`config.mk`:
```
export PLATFORM = sky130hd
export DESIGN_NAME = stream_mux_rr
export DESIGN_NICKNAME = d
export VERILOG_FILES = /design/src/rtl/stream_mux_rr.sv
export SDC_FILE = /design/constraint.sdc
export NUM_CORES = 1
export LEC_CHECK = 0
export CAP_MARGIN = 5
export CORE_MARGIN = 2
export CORE_UTILIZATION = 32
export CTS_CLUSTER_DIAMETER = 100
export DETAILED_ROUTE_END_ITERATION = 10
export PLACE_DENSITY_LB_ADDON = 0.1
export SLEW_MARGIN = 20
export SYNTH_ARGS = -nofsm -noshare
export SYNTH_HDL_FRONTEND = slang
export SYNTH_SLANG_ARGS = --single-unit
```
`constraint.sdc`:
```
create_clock -name clk -period 2.43 [get_ports clk]
set_input_delay 0.243 -clock clk [delete_from_list [all_inputs] [get_ports clk]]
set_output_delay 0.243 -clock clk [all_outputs]
set_load 0.03 [all_outputs]
```
`src/rtl/stream_mux_rr.sv`:
```
// stream_mux_rr: N-input registered stream multiplexer that picks a channel by fixed select or round-robin.
// Defining STREAM_MUX_COUNT_EN adds a saturating grant_count output of accepted transfers.
module stream_mux_rr #(
    parameter  int WIDTH = 16,
    parameter  int N     = 4,
    localparam int SW    = $clog2(N)
) (
    input  logic               clk,
    input  logic               reset,
    input  logic [N*WIDTH-1:0] in_data,
    input  logic [N-1:0]       in_valid,
    output logic [N-1:0]       in_ready,
    input  logic               mode,
    input  logic [SW-1:0]      sel,
    output logic [WIDTH-1:0]   out_data,
    output logic [SW-1:0]      out_chan,
    output logic               out_valid,
    input  logic               out_ready
`ifdef STREAM_MUX_COUNT_EN
    ,
    output logic [15:0]        grant_count
`endif
);

    logic [SW-1:0]    ptr;
    logic             load;
    logic             sel_ok;
    logic             xfer;
    logic             grant_valid;
    logic [SW-1:0]    grant_idx;
    logic [WIDTH-1:0] grant_data;
    logic             rr_hi_found;
    logic             rr_lo_found;
    logic [SW-1:0]    rr_hi_idx;
    logic [SW-1:0]    rr_lo_idx;

    assign load   = ~out_valid | out_ready;
    assign sel_ok = 32'(sel) < N;

    // Round-robin: the lowest valid channel at or above ptr wins; otherwise wrap to the lowest valid overall.
    // NOTE: every signal written in always_comb gets a default first, so no path can infer a latch.
    always_comb begin
        rr_hi_found = 1'b0;
        rr_hi_idx   = '0;
        rr_lo_found = 1'b0;
        rr_lo_idx   = '0;
        for (int i = N - 1; i >= 0; i--) begin
            if (in_valid[i]) begin
                rr_lo_found = 1'b1;
                rr_lo_idx   = SW'(i);
                if (i >= int'(ptr)) begin
                    rr_hi_found = 1'b1;
                    rr_hi_idx   = SW'(i);
                end
            end
        end
    end

    always_comb begin
        grant_valid = 1'b0;
        grant_idx   = '0;
        if (mode) begin
            grant_valid = rr_hi_found | rr_lo_found;
            grant_idx   = rr_hi_found ? rr_hi_idx : rr_lo_idx;
        end else if (sel_ok) begin
            grant_valid = in_valid[sel];
            grant_idx   = sel;
        end
    end

    assign xfer = grant_valid & load & ~reset;

    always_comb begin
        in_ready   = '0;
        grant_data = '0;
        for (int i = 0; i < N; i++) begin
            if (grant_idx == SW'(i)) begin
                in_ready[i] = xfer;
                grant_data  = in_data[i*WIDTH +: WIDTH];
            end
        end
    end

    // NOTE: sequential state uses non-blocking assignments so every register samples pre-edge values.
    always_ff @(posedge clk) begin
        if (reset) begin
            out_valid <= 1'b0;
            out_data  <= '0;
            out_chan  <= '0;
            ptr       <= '0;
        end else if (xfer) begin
            out_valid <= 1'b1;
            out_data  <= grant_data;
            out_chan  <= grant_idx;
            if (mode) begin
                ptr <= (grant_idx == SW'(N - 1)) ? '0 : grant_idx + SW'(1);
            end
        end else if (out_ready) begin
            out_valid <= 1'b0;
        end
    end

`ifdef STREAM_MUX_COUNT_EN
    always_ff @(posedge clk) begin
        if (reset) begin
            grant_count <= '0;
        end else if (xfer && grant_count != 16'hFFFF) begin
            grant_count <= grant_count + 16'd1;
        end
    end
`endif

endmodule

```
-- After elaboration in Yosys (flattened, before gate mapping)
Index checks and enable logic that the tools add are counted.
Widths: inputs -> output; s select.
- register bits: 21
- $add $sub $neg: 1
- $lt $le $gt $ge: 4
- eq/ne operators: 3
- muxes and demuxes: 36
- bitwise operators: 6
- reductions and logical operators: 3
- operator list (operator ; number):
    $mux 16 ; 4
    $mux 2 ; 13
    $mux 1 ; 18
    $eq 2x2->1 const B ; 2
    $ge 1x2->1 const A ; 2
    $lt 2x3->1 const B ; 1
    $add 2x1->2 const B ; 1
    $and 1x1->1 ; 2
    $bmux 1 s2 ; 1
    $eq 2x1->1 const B ; 1
    $ge 2x2->1 const A ; 1
    $logic_not 2->1 ; 1
    $not 1->1 ; 2
    $or 1x1->1 ; 2
    $reduce_and 2->1 ; 1
    $reduce_bool 2->1 ; 1

-- Logic depth before layout (Yosys ltp)
- depth in word-level cells: 14
- gate-level depth with buffers: 11
- gate-level depth less buffers: 9

-- Worst setup path before layout
No wires, ideal clock.
- path type: flip-flop to flip-flop
- start point: register ptr[0]
- end point: register out_data[0]
- library setup time: 0.124 ns
- arrival time: 2.288 ns
- data required time: 2.306 ns
- setup slack: 0.019 ns
- cell stages (with the launch flop): 12
- path buffers: 2
- period minus slack after synthesis: 2.411 ns
- path through: dfxtp_1 nor2b_1 o21ba_2 o32ai_1 inv_1 ha_1 or2_1 clkbuf_1 clkbuf_1 a221o_1 o221ai_1 mux2i_1
- cells in the longest elaborated chain, start to end: 14
- ends and longest elaborated chain (what ; RTL line ; source):
    start, declared ; 25 ; logic [SW-1:0] ptr;
    start signal, assigned ; 96 ; ptr <= (grant_idx == SW'(N - 1)) ? '0 : grant_idx + SW'(1);
    $ge 2x2->1 ; 51 ; if (i >= int'(ptr)) begin
    $mux 2 / $mux 1 (equally long branches) ; 51 ;
    $mux 2 / $mux 1 (equally long branches) ; 48 ; if (in_valid[i]) begin
    $mux 2 / $mux 1 (equally long branches) ; 51 ;
    $mux 2 / $mux 1 (equally long branches) ; 48 ;
    $mux 2 / $mux 1 (equally long branches) ; 51 ;
    $mux 2 / $mux 1 (equally long branches) ; 48 ;
    $mux 2 (*) ; 64 ; grant_idx = rr_hi_found ? rr_hi_idx : rr_lo_idx;
    $mux 2 (*) ; 62 ; if (mode) begin
    via grant_idx[0] ; 30 ; logic [SW-1:0] grant_idx;
    $logic_not 2->1 ; 77 ; if (grant_idx == SW'(i)) begin
    $mux 16 (3 in a row) ; 77 ;
    $mux 16 (*) ; 77 ;
    end signal, assigned ; 93 ; out_data <= grant_data;
    end, declared ; 15 ; output logic [WIDTH-1:0] out_data,
Mark *: on every way through the listed nets, which the timed path passes. The rest lies on a longest branch.
A chain may end at the register's enable or synchronous reset.

-- Worst setup path after layout
- start point: input port in_valid[0]
- end point: register out_data[10]
- cells in the longest elaborated chain, start to end: 8
- ends and longest elaborated chain (what ; RTL line ; source):
    start, declared ; 11 ; input logic [N-1:0] in_valid,
    $mux 2 / $mux 1 (equally long branches) ; 48 ;
    $mux 2 (*) ; 64 ;
    $mux 2 (*) ; 62 ;
    via grant_idx[0] ; 30 ;
    $logic_not 2->1 ; 77 ;
    $mux 16 (3 in a row) ; 77 ;
    $mux 16 (*) ; 77 ;
Mark *: on every way through the listed nets, which the timed path passes. The rest lies on a longest branch. The select of a mux whose other input is x is not followed.

==> results.toml <==
[outcome]
outcome = "completed"

[critical_path]
startpoint_type = "primary input"
cp.required_ns = 2.57
cp-end-kind = "flop"
path_class = "in2reg"
r2r_start = "ptr[0]"
crit_slowest_cell = "clkdlybuf4s50_1"
cp_slowest_stage_delay_ns = 0.41
worstPathArrival_ns = 2.52
path_max_fanout = 9
crit_chain = "clkdlybuf4s50_1, nor2b_1, o21ba_2, o32ai_4, inv_2, ha_1, or2_1, buf_4, a221o_1, o221ai_1, mux2i_1"
cp-startpoint = "in_valid[0]"

[final_layout]
area_growth_pct = 90.6
design_area_mm2 = 0.00270
stdcell_count = 323
insertedDiodeCount = 0
drive_gt1_share_pct = 16.2
num-nets-final = 350
fillers = 399
final_util_pct = 62.5

[global_route]
grt_max_degree = 22
antenna_found_initial = 0
grt_pass1_vias = 1669
grt_usage_pct = 18.4
grt-ovfl-total = 0
grt_pass1_wl_mm = 7.53

[power]
p_leak_nw = 1.13
p_int_uw = 921
irDropWorstVdd_mv = 0.293
p_sw_uw = 488
p_per_area_mw_per_mm2 = 521
p_seq_share_pct = 30.9
comb_power_share_pct = 52.4
pwr-share-clk_pct = 16.7
swShare_pct = 34.7

[timing]
slew_violations = 0
setup_viol = 0
rsz0062_at_grt = "yes"
max_freq_ghz = 0.420
finalCriticalPeriod_ns = 2.38
clock-skew-final_ns = 0.00271
finalHoldViolCount = 0
relSlewSlack_pct = 76.7
final.setup.tns_ns = 0
fin_crit_sh_pct = 97.9
tightestPinTransition_ns = 0.348

[drt]
drcViolationCount = 0
routed_wl_mm = 4.74
detail_route.iter0.violations = 54
ant_nets = 0
wl_per_cell_um = 14.7
first_pass_iters = 4
viasPerCell = 5.07
via_count = 1639

[floorplanning]
core-area_mm2 = 0.00432
floorplan.initialDensity_pct = 32.8
fp-row-count = 24
dieWidth_um = 70.6
ios = 97
die_area_mm2 = 0.00498
dieHeight_um = 70.6

[place]
dp_hpwl_mm = 3.65
dp_cells = 316
portBuffers = 96
postPlaceCellArea_mm2 = 0.00258
gp_congestion = 0.837

[cts]
clk_pin_slew_worst_paths_ns = 0.08
cts.sinks = 21
tritoncts = "yes"
htree_levels = 1
cts-root-buf = "clkbuf_8"
clock_latency_ns = 0.26
cts_buffers = 3
cts_buffer_depth = 2

[yosys]
yosys_warnings = 0
synthesis.nets = 232
ys_seq_elements = 21
syn_avg_cell_area_um2 = 9.21
syn_inst = 154
synth_cell_types = 33
ys_seq_area_share_pct = 29.7
netlist_area_mm2 = 0.00142

[job]
maxCapViolCount = 0

[min_path]
hp-class = "reg2reg"
hold_path_startpoint = "out_data[1]"
==> timing repair <==
action | 4_1_cts | 5_1_grt
resized for setup | 2 | 10
setup endpoints to repair | 18 | 19
hold buffers | 0 | 0
pin swaps | 1 | 2
setup buffers | 0 | 3
==> synthesized netlist by cell type <==
| cell type | number | area share [%] |
|---|---|---|
| dfxtp_1 | 21 | 30 |
| nand2b_1 | 21 | 9.3 |
| mux2i_1 | 20 | 14 |
| o221ai_1 | 16 | 9.9 |
| a221o_1 | 15 | 11 |
| nor2_1 | 8 | 2.1 |
| clkbuf_1 | 7 | 1.9 |
| inv_1 | 7 | 1.9 |
| ha_1 | 4 | 3.5 |
| nand2_1 | 4 | 1.1 |
| nor2b_1 | 4 | 1.8 |
| o21ai_0 | 3 | 1.1 |
| a31oi_1 | 2 | 0.88 |
| buf_6 | 2 | 1.6 |
| nand3_1 | 2 | 0.71 |
| a21boi_0 | 1 | 0.53 |
| a21o_1 | 1 | 0.53 |
| a221oi_2 | 1 | 1.1 |
| a22oi_1 | 1 | 0.53 |
| and3_1 | 1 | 0.44 |
| buf_2 | 1 | 0.35 |
| buf_4 | 1 | 0.53 |
| clkinv_1 | 1 | 0.26 |
| nand3_4 | 1 | 1.2 |
| nor3_1 | 1 | 0.35 |
| nor4_1 | 1 | 0.44 |
| o211ai_1 | 1 | 0.53 |
| o21ba_2 | 1 | 0.71 |
| o21bai_1 | 1 | 0.53 |
| o32ai_1 | 1 | 0.62 |
| or2_1 | 1 | 0.44 |
| or3_1 | 1 | 0.44 |
| or4_1 | 1 | 0.53 |
==> cell type report <==
type                       instances  area (um^2)  share of cell area, %
tap                               52         65.1                   2.41
timing repair buffer             124         1200                   44.3
clock buffer                       4         45.0                   1.67
inverter                           8         30.0                   1.11
multi-input combinational        114          946                   35.0
sequential                        21          420                   15.6
==> power groups by stage <==
stage | combinational, mW | clock [mW] | sequential (mW)
2_1_floorplan | 0.261 | 0 | 0.550
5_1_grt | 0.788 | 0.261 | 0.445
4_1_cts | 0.723 | 0.251 | 0.435
6_report | 0.738 | 0.235 | 0.436
3_3_place_gp | 0.716 | 0 | 0.442
3_5_place_dp | 0.717 | 0 | 0.443
==> metal layers <==
metal	share of wire [%]	up-vias	track usage, %	wire, um
met5	0	-	0	0
met4	0.44	0	3.77	21
met3	7.5	4	4.56	354
met2	48	60	31.9	2300
met1	44	749	23.3	2070
li1	-	826	-	-
==> registers in the layout, summed over array words and instances, names as in the netlist <==
name,cells
out_data,16
out_chan,2
ptr,2
out_valid,1
==> per-stage QoR <==
step           hold WS [ns]  power, mW  setup WS [ns]
6_report              0.477       1.41         0.0507
3_5_place_dp          0.467       1.16         -0.299
3_3_place_gp          0.463       1.16         -0.265
5_1_grt               0.500       1.49        -0.0531
2_1_floorplan         0.430      0.811         0.0186
4_1_cts               0.480       1.41        0.00191
==> worst max-delay path: cells and delay by family <==
family                   cells  cell delay [ns]
multiplexers                 1             0.09
AND/OR/NAND/NOR              2             0.39
AO/OA/AOI/OAI                4             0.89
buffers and inverters        3             0.67
adder cells (fa/ha/maj)      1             0.22
==> cells in the final DEF (no fill, tap or decap), types with 2 or more instances in the layout <==
master and n:
inv_2 2, clkbuf_8 3, ha_1 2, buf_12 2, o221ai_1 16, inv_1 6
nor2b_1 4, buf_6 2, nand2b_1 21, mux2i_1 20, dfxtp_1 21, clkdlybuf4s50_1 91
nand3_1 2, nand2_1 4, buf_4 28, a221o_1 15, nor2_1 8, o21ai_0 3
==> cell families after synthesis <==
| group | count (synthesis) | share of synthesized area, % |
|---|---|---|
| AO/OA/AOI/OAI | 44 | 27.4 |
| adder cells (fa/ha/maj) | 4 | 3.53 |
| buffers and inverters | 19 | 6.44 |
| flip-flops | 21 | 29.7 |
| multiplexers | 20 | 14.1 |
| AND/OR/NAND/NOR | 46 | 18.8 |
==> final timing paths <==
check | to | slack [ns] | cells past startpoint
worst min-delay path | out_data[1] | 0.48 | 2
worst max register to register | out_data[10] | 0.12 | 10
worst min register to register | out_data[1] | 0.48 | 2
worst max-delay path | out_data[10] | 0.05 | 11
No activity file was read; power rests on OpenSTA's default activity.
==> edit 1 (same settings) <==
Add an input register stage for `mode`; this delays it by one clock. The other inputs are not delayed to match.
--- a/src/rtl/stream_mux_rr.sv
+++ b/src/rtl/stream_mux_rr.sv
@@ -23,2 +23,8 @@
 );
+
+    logic mode_q;
+
+    always_ff @(posedge clk) begin
+        mode_q <= mode;
+    end
 
@@ -61,3 +67,3 @@
         grant_idx   = '0;
-        if (mode) begin
+        if (mode_q) begin
             grant_valid = rr_hi_found | rr_lo_found;
@@ -94,3 +100,3 @@
             out_chan  <= grant_idx;
-            if (mode) begin
+            if (mode_q) begin
                 ptr <= (grant_idx == SW'(N - 1)) ? '0 : grant_idx + SW'(1);
Formal check against the unedited RTL: not equivalent (Yosys sat finds a counterexample within 4 cycles, from zero or initial values and one cycle with reset high).
==> edit 1 against the original RTL <==
Global-route usage shrank 0.11 points; clock skew is 8.7 ps higher; sequential cell count up 1; total power rose by 7.6%; cell area decreased by 0.19%; synthesized area increased by 1.4%; core utilization fell by 0.55 points; worst setup slack better by 53 ps; wire length increased by 2.0%.
==> edit 1: results <==
[clock_tree]
cts_max_level = 1
clock_path_buffers = 2
clock_tree.root_cell = "clkbuf_8"

[finish]
stdcell_count = 319
fin_nets = 346
drive_gt1_share_pct = 14.98

[placement]
dp_cells = 314
dpl.hpwl_mm = 3.580
pre_cts_slack_ps = -507.1
place.gp.congestion = 0.7608

[power]
vdd_drop_max_mv = 0.3114
clkPwrFrac_pct = 22.7
power.leakage_nw = 1.131
power_density_nw_per_um2 = 562.1
comb_power_share_pct = 47.2
intPower_mw = 1.026

[worst_hold_path]
hp-class = "primary input to flop"
worstHoldPathCells = 1

[synthesis]
synth_nets = 233
ys_top_cells_by_count = "dfxtp_1 (22), nand2b_1 (21), mux2i_1 (20), o221ai_1 (16), a221o_1 (15)"
synthTopCellsByArea = "dfxtp_1 (31%), mux2i_1 (14%), a221o_1 (10%)"
synthArstFlopShare_pct = 0
synthCells = 155
netlist-cell-type-count = 33
synth-seq-area-share_pct = 30.64

[global_route]
grt_pass1_vias = 1595
grt_max_degree = 22
grt_pass1_wl_mm = 7.417
grt.total_usage_pct = 18.26

[drt]
via_per_inst = 5.219
drtIter0Drc = 68
drt_wl_total_mm = 4.836

[timing]
relSlewSlack_pct = 72.33
finClkSkew_ps = 11.44

[critical_path]
arrival_ps = 2470
rr_worst_depth = 11
crit_fanout = 16

[status]
status = "completed"
edit 1: changes by cell type after synthesis:
| cell | before | now |
|---|---|---|
| dfxtp_1 | 21 | 22 |
edit 1: cell families after synthesis:
group	after synthesis	share of synthesized area, %
buffers and inverters	19	6.354
adders and majority gates	4	3.481
muxes	20	13.93
AOI/OAI and AO/OA	44	27.07
and+or+nand+nor	46	18.54
DFF	22	30.64
edit 1: metal layers:
layer	vias up	track usage [%]	wire, um
met5	-	0	0
met4	0	4.403	34
met3	4	3.276	275
met2	61	30.84	2276
met1	779	24.22	2249
li1	821	-	-
edit 1: critical path: stages:
cell           delay (ps)
dlygate4sd2_1         250
nor2b_2               170
o21ba_2               240
o32ai_4               280
inv_1                  90
buf_4                 140
ha_1                  190
or2_1                 250
buf_12                160
a221o_1               260
o221ai_1               80
mux2i_1               100
edit 1: final cells by class:
| type | instances | area (sq um) |
|---|---|---|
| Fill cell | 371 | 1657 |
| Inverter | 8 | 31.28 |
| Tap cell | 52 | 65.06 |
| Sequential cell | 22 | 441.7 |
| Multi-Input combinational cell | 114 | 937.1 |
| Clock buffer | 3 | 41.29 |
| Timing Repair Buffer | 119 | 1151 |
| Clock inverter | 1 | 30.03 |
edit 1: timing repair:
action | CTS | global route
resized for setup | 10 | 3
setup endpoints to repair | 20 | 19
setup buffers | 1 | 0
pin swaps | 2 | 1
cloned | 0 | 0
edit 1: worst paths after layout:
| kind | slack, ps | startpoint | to |
|---|---|---|---|
| worst max register to register | 100 | ptr[0] | out_data[4] |
| worst min-delay path | 430 | mode | mode_q |
| worst min register to register | 480 | out_data[3] | out_data[3] |
| worst max-delay path | 100 | in_valid[0] | out_data[4] |
==> edit 2 (same flow settings) <==
Without the edit above. The option `STREAM_MUX_COUNT_EN` is turned on by a define.
--- a/src/rtl/stream_mux_rr.sv
+++ b/src/rtl/stream_mux_rr.sv
@@ -2,2 +2,4 @@
 // Defining STREAM_MUX_COUNT_EN adds a saturating grant_count output of accepted transfers.
+`define STREAM_MUX_COUNT_EN
+
 module stream_mux_rr #(
Behaviour (old outputs only; new: grant_count): unchanged (Yosys induction, for registers that start in step).
==> edit 2 against the original RTL <==
Synthesized cell count rose by 81%; synthesized area rose by 57%; clock power rose by 86%; cell area rose by 43%; total power rose by 33%; hold slack got worse by 16 ps; cell count rose by 52%; worst setup slack improved by 1.4 ps; register-to-register slack got worse by 20 ps; sequential share of layout area rose by 3.6 points; critical path depth did not move; sequential cell count rose by 16; first-iteration DRC count rose by 70%; wire length rose by 61%; largest cell class unchanged; largest power group unchanged; highest routed layer unchanged.
==> edit 2: results <==
[critical_path]
r2r-start = "ptr[1]"
critPathSlowestCell = "dfxtp_2"
slowest_delay_ps = 340
arrival_ps = 2130
crit_family = "buffers and inverters"
worstSetupPathType = "flop to primary output"

[finish]
drive_gt1_share_pct = 17.76
fill_cells = 643
ff_latch_area_sq_um = 742.0
largest_registers = "grant_count (16), out_data (16)"
post-route-cell-area_sq_um = 3870

[placement]
postPlaceCellArea_sq_um = 3618
portBuffers = 112
place.gp.congestion = 0.7691
dpl.hpwl_mm = 5.601
pre_cts_slack_ps = -369.6

[timing]
relSlewSlack_pct = 54.24

[synthesis]
synth-seq-area-share_pct = 33.31
synthTopCellsByArea = "dfxtp_1 (33%), a21oi_1 (6.3%), a221oi_1 (6.3%)"
netlist-cell-type-count = 44
synthCells = 278

[drt]
wl_met2_mm = 3.883
drt_wl_total_mm = 7.608
met3_length_um = 498
via_per_inst = 5.279

[global_route]
grt_max_degree = 32
grt.total_usage_pct = 19.48

[clock_tree]
cts_max_level = 2
cts-resized-gates = 7
cts.sink_count = 37
numCtsBuffers = 5

[power]
vdd_drop_max_mv = 0.4103
power.leakage_nw = 1.463

[status]
status = "completed"
==> edit 2: final timing paths <==
check	to	slack, ps	cells past startpoint
max	in_ready[2]	50	11
min	out_data[1]	460	2
max reg2reg	out_data[10]	100	13
min reg2reg	out_data[1]	460	2
==> edit 2: cell families after synthesis <==
| family | count (synthesis) | synth area share (%) |
|---|---|---|
| AOI/OAI and AO/OA | 80 | 23.07 |
| xor gates and xnor gates | 3 | 1.182 |
| adders and majority gates | 5 | 2.814 |
| buffers and inverters | 32 | 6.246 |
| DFF | 37 | 33.31 |
| muxes | 10 | 4.671 |
| and+or+nand+nor | 111 | 28.70 |
==> edit 2: power groups by stage <==
stage          clock [mW]  combinational, mW  sequential [mW]
3_3_place_gp            0              0.681            0.702
5_1_grt             0.471              0.794            0.696
3_5_place_dp            0              0.685            0.702
6_report            0.437              0.741            0.690
4_1_cts             0.444              0.705            0.690
2_1_floorplan           0              0.243            0.791
